==> src/rtl/vga_scanout_pkg.sv <==
// vga_scanout shared types and default 640x480@60 timing.
// Imported by the axis counter, the scanout top and the bench.
package vga_pkg;

    localparam int CNT_W = 10;

    localparam int DEF_CLK_DIV     = 2;
    localparam int DEF_H_ACTIVE    = 640;
    localparam int DEF_H_FP        = 16;
    localparam int DEF_H_SYNC      = 96;
    localparam int DEF_H_BP        = 48;
    localparam int DEF_V_ACTIVE    = 480;
    localparam int DEF_V_FP        = 10;
    localparam int DEF_V_SYNC      = 2;
    localparam int DEF_V_BP        = 33;
    localparam int DEF_SCALE_SHIFT = 3;

    typedef struct packed {
        logic [2:0] r;
        logic [2:0] g;
        logic [1:0] b;
    } rgb332_t;

endpackage

==> src/rtl/vga_scanout_if.sv <==
// Renderer-facing coordinate/colour bus plus the VGA connector pins.
// master = scanout side, slave = renderer / connector side.
interface vga_scanout_if;

    logic [6:0] pix_x;
    logic [6:0] pix_y;
    logic [2:0] pix_red;
    logic [2:0] pix_green;
    logic [1:0] pix_blue;
    logic [2:0] vga_r;
    logic [2:0] vga_g;
    logic [1:0] vga_b;
    logic       vga_hs;
    logic       vga_vs;
    logic       frame_start;

    modport master (
        output pix_x, pix_y,
        input  pix_red, pix_green, pix_blue,
        output vga_r, vga_g, vga_b,
        output vga_hs, vga_vs, frame_start
    );

    modport slave (
        input  pix_x, pix_y,
        output pix_red, pix_green, pix_blue,
        input  vga_r, vga_g, vga_b,
        input  vga_hs, vga_vs, frame_start
    );

endinterface

==> src/rtl/vga_scanout_axis_counter.sv <==
// One timing axis: wrapping position counter with active/sync decode.
// Used once per line (h) and once per frame (v).
module vga_axis_counter
    import vga_pkg::*;
#(
    parameter int TOTAL      = 800,
    parameter int ACTIVE     = 640,
    parameter int SYNC_START = 656,
    parameter int SYNC_LEN   = 96
) (
    input  logic             clk,
    input  logic             clr,
    input  logic             inc,
    output logic [CNT_W-1:0] count,
    output logic             active,
    output logic             sync_n,
    output logic             wrap
);

    localparam logic [CNT_W-1:0] LAST    = CNT_W'(TOTAL - 1);
    localparam logic [CNT_W-1:0] ACT_END = CNT_W'(ACTIVE);
    localparam logic [CNT_W-1:0] SYNC_LO = CNT_W'(SYNC_START);
    localparam logic [CNT_W-1:0] SYNC_HI = CNT_W'(SYNC_START + SYNC_LEN - 1);

    assign wrap   = (count == LAST);
    assign active = (count < ACT_END);
    assign sync_n = !((count >= SYNC_LO) && (count <= SYNC_HI));

    // Position advances on inc and folds back to 0 after the last slot.
    always_ff @(posedge clk) begin
        if (clr)
            count <= '0;
        else if (inc)
            count <= wrap ? '0 : count + CNT_W'(1);
    end

endmodule

==> src/rtl/vga_scanout.sv <==
// VGA scanout: pixel-tick divider, h/v timing, 8x coord decode and
// a registered colour/sync stage so DAC and sync pins stay aligned.
module vga_scanout
    import vga_pkg::*;
#(
    parameter int CLK_DIV     = DEF_CLK_DIV,
    parameter int H_ACTIVE    = DEF_H_ACTIVE,
    parameter int H_FP        = DEF_H_FP,
    parameter int H_SYNC      = DEF_H_SYNC,
    parameter int H_BP        = DEF_H_BP,
    parameter int V_ACTIVE    = DEF_V_ACTIVE,
    parameter int V_FP        = DEF_V_FP,
    parameter int V_SYNC      = DEF_V_SYNC,
    parameter int V_BP        = DEF_V_BP,
    parameter int SCALE_SHIFT = DEF_SCALE_SHIFT
) (
    input  logic          clk,
    input  logic          rst_n,
    vga_scanout_if.master bus
);

    localparam int H_TOTAL = H_ACTIVE + H_FP + H_SYNC + H_BP;
    localparam int V_TOTAL = V_ACTIVE + V_FP + V_SYNC + V_BP;
    localparam int DIV_W   = (CLK_DIV > 1) ? $clog2(CLK_DIV) : 1;

    logic [DIV_W-1:0] div;
    logic             tick;
    logic             clr;
    logic [CNT_W-1:0] h;
    logic [CNT_W-1:0] v;
    logic             h_act, v_act, active;
    logic             h_sync_n, v_sync_n;
    logic             h_wrap, v_wrap;
    logic             at_origin;
    logic             hs_q, vs_q, fs_q;
    rgb332_t          pix;
    rgb332_t          rgb_q;

    assign tick = (div == DIV_W'(CLK_DIV - 1));
    assign clr  = !rst_n;

    // Pixel-clock enable: one tick every CLK_DIV clk cycles.
    always_ff @(posedge clk) begin
        if (!rst_n)
            div <= '0;
        else
            div <= tick ? '0 : div + DIV_W'(1);
    end

    vga_axis_counter #(
        .TOTAL      (H_TOTAL),
        .ACTIVE     (H_ACTIVE),
        .SYNC_START (H_ACTIVE + H_FP),
        .SYNC_LEN   (H_SYNC)
    ) u_h (
        .clk    (clk),
        .clr    (clr),
        .inc    (tick),
        .count  (h),
        .active (h_act),
        .sync_n (h_sync_n),
        .wrap   (h_wrap)
    );

    vga_axis_counter #(
        .TOTAL      (V_TOTAL),
        .ACTIVE     (V_ACTIVE),
        .SYNC_START (V_ACTIVE + V_FP),
        .SYNC_LEN   (V_SYNC)
    ) u_v (
        .clk    (clk),
        .clr    (clr),
        .inc    (tick && h_wrap),
        .count  (v),
        .active (v_act),
        .sync_n (v_sync_n),
        .wrap   (v_wrap)
    );

    assign active    = h_act && v_act;
    assign bus.pix_x = active ? 7'(h >> SCALE_SHIFT) : '0;
    assign bus.pix_y = active ? 7'(v >> SCALE_SHIFT) : '0;

    assign pix.r = bus.pix_red;
    assign pix.g = bus.pix_green;
    assign pix.b = bus.pix_blue;

    // Tracks h==0,v==0 from the wrap carries so frame_start needs no compare.
    always_ff @(posedge clk) begin
        if (!rst_n)
            at_origin <= 1'b1;
        else if (tick)
            at_origin <= h_wrap && v_wrap;
    end

    // Pin stage: loads on tick from pre-increment h/v; blanking forces black.
    always_ff @(posedge clk) begin
        if (!rst_n) begin
            rgb_q <= '0;
            hs_q  <= 1'b1;
            vs_q  <= 1'b1;
            fs_q  <= 1'b0;
        end else begin
            fs_q <= tick && at_origin;
            if (tick) begin
                rgb_q <= active ? pix : '0;
                hs_q  <= h_sync_n;
                vs_q  <= v_sync_n;
            end
        end
    end

    assign bus.vga_r       = rgb_q.r;
    assign bus.vga_g       = rgb_q.g;
    assign bus.vga_b       = rgb_q.b;
    assign bus.vga_hs      = hs_q;
    assign bus.vga_vs      = vs_q;
    assign bus.frame_start = fs_q;

endmodule
==> src/flat_wrapper.sv <==
// flat-port wrapper written by rule: the top's interface ports become plain ports
module vga_scanout_flat import vga_pkg::*;
#(
    parameter int CLK_DIV     = DEF_CLK_DIV,
    parameter int H_ACTIVE    = DEF_H_ACTIVE,
    parameter int H_FP        = DEF_H_FP,
    parameter int H_SYNC      = DEF_H_SYNC,
    parameter int H_BP        = DEF_H_BP,
    parameter int V_ACTIVE    = DEF_V_ACTIVE,
    parameter int V_FP        = DEF_V_FP,
    parameter int V_SYNC      = DEF_V_SYNC,
    parameter int V_BP        = DEF_V_BP,
    parameter int SCALE_SHIFT = DEF_SCALE_SHIFT
)
  (clk, rst_n, bus_pix_x, bus_pix_y, bus_pix_red, bus_pix_green, bus_pix_blue, bus_vga_r, bus_vga_g, bus_vga_b, bus_vga_hs, bus_vga_vs, bus_frame_start);
  vga_scanout_if bus_i ();
  input  logic clk;
  input  logic rst_n;
  output wire logic [$bits(bus_i.pix_x)-1:0] bus_pix_x;
  output wire logic [$bits(bus_i.pix_y)-1:0] bus_pix_y;
  input wire logic [$bits(bus_i.pix_red)-1:0] bus_pix_red;
  input wire logic [$bits(bus_i.pix_green)-1:0] bus_pix_green;
  input wire logic [$bits(bus_i.pix_blue)-1:0] bus_pix_blue;
  output wire logic [$bits(bus_i.vga_r)-1:0] bus_vga_r;
  output wire logic [$bits(bus_i.vga_g)-1:0] bus_vga_g;
  output wire logic [$bits(bus_i.vga_b)-1:0] bus_vga_b;
  output wire logic [$bits(bus_i.vga_hs)-1:0] bus_vga_hs;
  output wire logic [$bits(bus_i.vga_vs)-1:0] bus_vga_vs;
  output wire logic [$bits(bus_i.frame_start)-1:0] bus_frame_start;
  assign bus_pix_x = bus_i.pix_x;
  assign bus_pix_y = bus_i.pix_y;
  assign bus_i.pix_red = bus_pix_red;
  assign bus_i.pix_green = bus_pix_green;
  assign bus_i.pix_blue = bus_pix_blue;
  assign bus_vga_r = bus_i.vga_r;
  assign bus_vga_g = bus_i.vga_g;
  assign bus_vga_b = bus_i.vga_b;
  assign bus_vga_hs = bus_i.vga_hs;
  assign bus_vga_vs = bus_i.vga_vs;
  assign bus_frame_start = bus_i.frame_start;
  vga_scanout #(.CLK_DIV(CLK_DIV), .H_ACTIVE(H_ACTIVE), .H_FP(H_FP), .H_SYNC(H_SYNC), .H_BP(H_BP), .V_ACTIVE(V_ACTIVE), .V_FP(V_FP), .V_SYNC(V_SYNC), .V_BP(V_BP), .SCALE_SHIFT(SCALE_SHIFT)) u_core (.clk(clk), .rst_n(rst_n), .bus(bus_i));
endmodule
==> config.mk <==
export PLATFORM = sky130hd
export DESIGN_NAME = vga_scanout_flat
export DESIGN_NICKNAME = d
export VERILOG_FILES = /design/src/rtl/vga_scanout_pkg.sv /design/src/rtl/vga_scanout_if.sv /design/src/rtl/vga_scanout_axis_counter.sv /design/src/rtl/vga_scanout.sv /design/src/flat_wrapper.sv
export SDC_FILE = /design/constraint.sdc
export NUM_CORES = 1
export LEC_CHECK = 0
export ABC_AREA = 1
export BUFFER_PORTS_ARGS = -buffer_cell sky130_fd_sc_hd__buf_2
export CAP_MARGIN = 20
export CORE_UTILIZATION = 58
export CTS_CLUSTER_SIZE = 24
export DETAILED_ROUTE_END_ITERATION = 8
export PLACE_DENSITY = 0.93
export SLEW_MARGIN = 20
export SYNTH_ARGS = -nofsm -noshare
export SYNTH_HDL_FRONTEND = slang
export SYNTH_SLANG_ARGS = --single-unit
==> constraint.sdc <==
create_clock -name clk -period 2.1 [get_ports clk]
set_input_delay 0.42 -clock clk [delete_from_list [all_inputs] [get_ports clk]]
set_output_delay 0.42 -clock clk [all_outputs]
set_load 0.01 [all_outputs]
==> Word-level counts from Yosys, hierarchy flattened <==
Cells that the tools add are included.
{ "word_totals": {"regBits": 33, "elab_cells": 36} }
{ "op_classes": {"magnitude_cmp": 6, "eq_ne": 2, "n_bitwise": 1, "addsub": 3, "n_reduce_logical": 9, "n_mux": 5} }
{ "op_table": {"columns": ["operator", "count"], "rows": [
  ["adder 10 x 1 -> 10 bit (second input constant)", 2],
  ["== test 10 bit (second input constant)", 2],
  ["two-way mux 10 bit", 2],
  ["two-way mux 7 bit", 2],
  [">= comparator 10 bit (second input constant)", 1],
  [">= comparator 10 x 9 -> 1 bit (second input constant)", 1],
  ["less-or-equal comparator 10 bit (second input constant)", 1],
  ["less-or-equal comparator 10 x 9 -> 1 bit (second input constant)", 1],
  ["< comparator 10 bit (second input constant)", 1],
  ["< comparator 10 x 9 -> 1 bit (second input constant)", 1],
  ["two-way mux 8 bit", 1],
  ["logical AND 1 bit", 6],
  ["zero test 1 bit", 2],
  ["OR reduction 2 bit", 1],
  ["adder 1 bit (second input constant)", 1],
  ["inverter 1 bit", 1]
]} }

==> Longest topological paths before layout <==
{ "logic_depth": {"word_depth": 3, "ltp_mapped": 9, "ltp_nobuf": 9} }

==> By module <==
A second synthesis with hierarchy kept.
{ "hier_totals": {"hier_cells": 251, "hier_area_um2": 1687.9} }
{ "by_module_without_submodules": {"columns": ["module", "area_each_um2", "cells_each", "instances"], "rows": [
  ["vga_axis_counter (u_core.u_v)", 579.3, 83, 1],
  ["vga_axis_counter (u_core.u_h)", 563.0, 83, 1],
  ["vga_scanout", 545.5, 85, 1]
]} }

==> Worst setup path after synthesis <==
OpenSTA, ideal clock, no wires.
{ "synth_path": {"kind": "register to output", "start": "register u_core.u_v.count[5]", "end": "output bus_pix_x[0]", "arrival_time_ns": 1.113, "stages_incl_launch_ff": 8, "n_path_buf": 2, "path_slack_ns": 0.567, "cell_sequence": "dfxtp_1 > buf_2 > inv_1 > nor3_2 > nor2_1 > nand3_1 > buf_2 > nor2_1"} }
{ "synth_between": {"elab_chain_len": 3} }
{ "synth_rtl": {"columns": ["element", "line", "text"], "rows": [
  ["from (decl)", "vga_scanout_axis_counter.sv:14", "output logic [CNT_W-1:0] count,"],
  ["from (signal assigned)", "vga_scanout_axis_counter.sv:34", "count <= wrap ? '0 : count + CNT_W'(1);"],
  ["< comparator 10 x 9 -> 1 bit", "vga_scanout_axis_counter.sv:26", "assign active = (count < ACT_END);"],
  ["logical AND 1 bit", "vga_scanout.sv:80", "assign active = h_act && v_act;"],
  ["two-way mux 7 bit", "vga_scanout.sv:81", "assign bus.pix_x = active ? 7'(h >> SCALE_SHIFT) : '0;"],
  ["to (decl)", "flat_wrapper.sv:19", "output wire logic [$bits(bus_i.pix_x)-1:0] bus_pix_x;"]
]} }
Every way passes these cells.

==> Worst setup path after layout <==
{ "layout_path": {"start": "register u_core.u_v.count[8]", "end": "output bus_pix_x[0]"} }
The elaborated chain is that of the path after synthesis.

==> impl_metrics.toml <==
[status]
status = "finished, violations left"
violations = "design-rule violations"

[critical_path]
crit_path_start_kind = "register"
cp_data_arrival_time_ns = 1.57
reg2reg_slack_ns = 0.49
critPathRequiredTime_ns = 1.68
r2r_end = "u_core.u_v.count[0]$_SDFFE_PN0P_"
reg2reg_depth = 8
path_class = "register to output port"
crit_path_max_fanout = 8
reg2reg_from = "u_core.u_h.count[0]$_SDFFE_PN0P_"
end_kind = "output port"

[synthesis]
yosysSeqAreaShare = 0.380
synth_area_leaders = "dfxtp_1 (38%), nand2_1 (10%), nor2_1 (8.2%)"
synth_edf_count = 0
yosys.area.top_type_share = 0.380
yosysMostFrequentCell = "nand2_1"
avgSynthCellArea_sq_um = 7.10
synth_cell_types = 27
synth_compound_area_frac = 0.0835
synthSimpleGateAreaFrac = 0.359
synthMuxAreaShare = 0
synth_top_family_by_area = "simple AND/OR/NAND/NOR gates"
synthFlopType = "dfxtp_1"
synthAdderAreaFrac = 0.0288
ys.warnings.count = 0
synth.cell_area_sq_um = 1740
netlist_top_cells_count = "nand2_1 (47), nor2_1 (38), dfxtp_1 (33)"
synth_nets = 259
synth_xor_area_frac = 0.0403
yosys.area.top_type = "dfxtp_1"
ys_ff_latch = 33
syn_inst = 245
synthArstFlopShare = 0

[clock_tree]
root_buffer = "clkbuf_4"
clk_latency_ns = 0.34
clock-sinks = 33
cts_tree = "done"
clockBufferDepth = 2
cts_max_level = 2
clk_pin_slew_ns = 0.10
cts_made_buffers = 5

[worst_hold_path]
whs_endpoint = "u_core.bus.vga_b[0]$_SDFFE_PN0P_"
hold_class = "input pin to register"
holdCritStartpoint = "bus_pix_blue[0]"
min_path_cells = 3

[global_routing]
grt_pass1_vias = 1592
met1_usage = 0.296
grt_util_met3 = 0.0806
grt_max_degree = 12
grt-ovfl-total = 0
antenna_found_initial = 0
busiest_layer = "met2"
grtUsageMet2 = 0.454
track_usage = 0.263
grt_first_pass_wirelength_mm = 6.61

[route]
drt_wl_total_mm = 3.85
drc = 2
antenna_left = 0
num_vias = 1662
initialDrtViolationCount = 89
via_per_inst = 5.31
firstDrtPassIters = 6
wl_per_cell_microns = 12.3

[power]
peakVddDrop_uv = 529
p_leak_nw = 0.940
power_density_nw_per_um2 = 544

[floorplan]
num_io_pins = 35
die_w_microns = 56.8
dieArea_sq_um = 3220
rows = 19
die_y_microns = 56.8
core_region_area_sq_um = 2810
initial_core_util = 0.620

[sta]
slew_viol_final = 0
tns_ns = 0
grt_setup_unrepaired = "no"
fin_worst_skew_ns = 0.00491
finalSetupViolCount = 0
min_period_ns = 1.99
timing.hold.ws_ns = 0.316
fmax_mhz = 503
fin_crit_sh = 0.947
hold_viol_final = 0

[layout]
antennaDiodeCount = 0
area_delta_synth_final_pct = 14.3
drive_gt1_frac = 0.245
fillCellCount = 225
final_nets = 295
multi_input_area_sq_um = 905
sequential_cell_area_sq_um = 667

[placement]
place_congestion = 0.886
port_buffers = 33
dpl.hpwl_mm = 2.84

[job]
maxCapViolCount = 0
## cell usage in the layout (no fill, tap or decap), drive strengths merged
cell     n
a211oi   1
a21oi    9
buf     37
clkbuf   6
clkinv   3
conb     1
dfxtp   33
ha       4
inv     34
nand2   50
nand3   21
nand4    6
nor2    43
nor3     8
nor4     1
o21ai   17
xor2     8
## cell type report
type,instances,area share
Tap cell,31,0.0195
Inverter,35,0.0661
Clock buffer,6,0.0208
Clock inverter,2,0.00503
Sequential cell,33,0.335
Timing Repair Buffer,37,0.0982
Multi-Input combinational cell,169,0.455
## layer usage
layer | part of all wire | vias up
met5 | 0 | -
met4 | 0.015 | 0
met3 | 0.056 | 10
met2 | 0.50 | 53
met1 | 0.43 | 755
li1 | - | 844
## flip-flops by register name, summed over array words and instances, names as in the netlist
register,count
u_core.u_h.count,10
u_core.u_v.count,10
u_core.bus.vga_g,3
u_core.bus.vga_r,3
u_core.bus.vga_b,2
u_core.at_origin,1
u_core.bus.frame_start,1
u_core.bus.vga_hs,1
u_core.bus.vga_vs,1
u_core.div,1
## critical path, stage by stage, from the launching register on
cell	delay [ns]
dfxtp_1	0.34
inv_1	0.16
nor3_4	0.07
nor2_1	0.15
nand3_2	0.11
buf_4	0.18
nor2_1	0.08
buf_2	0.13
## kinds of logic after synthesis
group / count (synthesis)
compound gates: 27
xor+xnor: 8
fa+ha+maj: 4
buf+inv: 43
flops: 33
other cells: 1
simple gates: 129
## stage by stage
stage	instances	setup slack [ns]	power [mW]	util	instance area [sq um]
final	313	0.112	1.08	0.709	1990
after global placement	304	0.248	0.742	0.682	1910
after global routing	313	0.00153	1.12	0.709	1990
after detailed placement	304	0.139	0.745	0.682	1910
after floorplan	245	0.567	0.716	-	1740
after CTS	313	0.0777	1.09	0.707	1980
## worst max path at each step
stage,startpoint,to,cells after the start
floorplan,u_core.u_v.count[5]$_SDFFE_PN0P_,bus_pix_x[0],7
global placement,u_core.u_v.count[5]$_SDFFE_PN0P_,bus_pix_y[0],7
detailed placement,u_core.u_v.count[5]$_SDFFE_PN0P_,bus_pix_y[0],7
CTS,u_core.u_v.count[7]$_SDFFE_PN0P_,bus_pix_y[5],7
global route,u_core.u_v.count[8]$_SDFFE_PN0P_,bus_pix_x[1],7
finish,u_core.u_v.count[8]$_SDFFE_PN0P_,bus_pix_x[0],7
## power breakdown
group          leakage [nW]  total [mW]  internal, mW  switching (mW)
sequential            0.270       0.654         0.642          0.0118
combinational         0.638      0.0755        0.0293          0.0462
clock                0.0320       0.352         0.127           0.224
total                 0.940        1.08         0.799           0.282
## what timing repair did
item	4_1_cts	5_1_grt
endpoints found under the hold margin	0	0
setup endpoints to repair	12	8
setup buffers	1	0
pin swaps	0	0
gates resized for setup	4	2
hold buffers	0	0
Note: power is estimated with default switching activity, not from simulation.
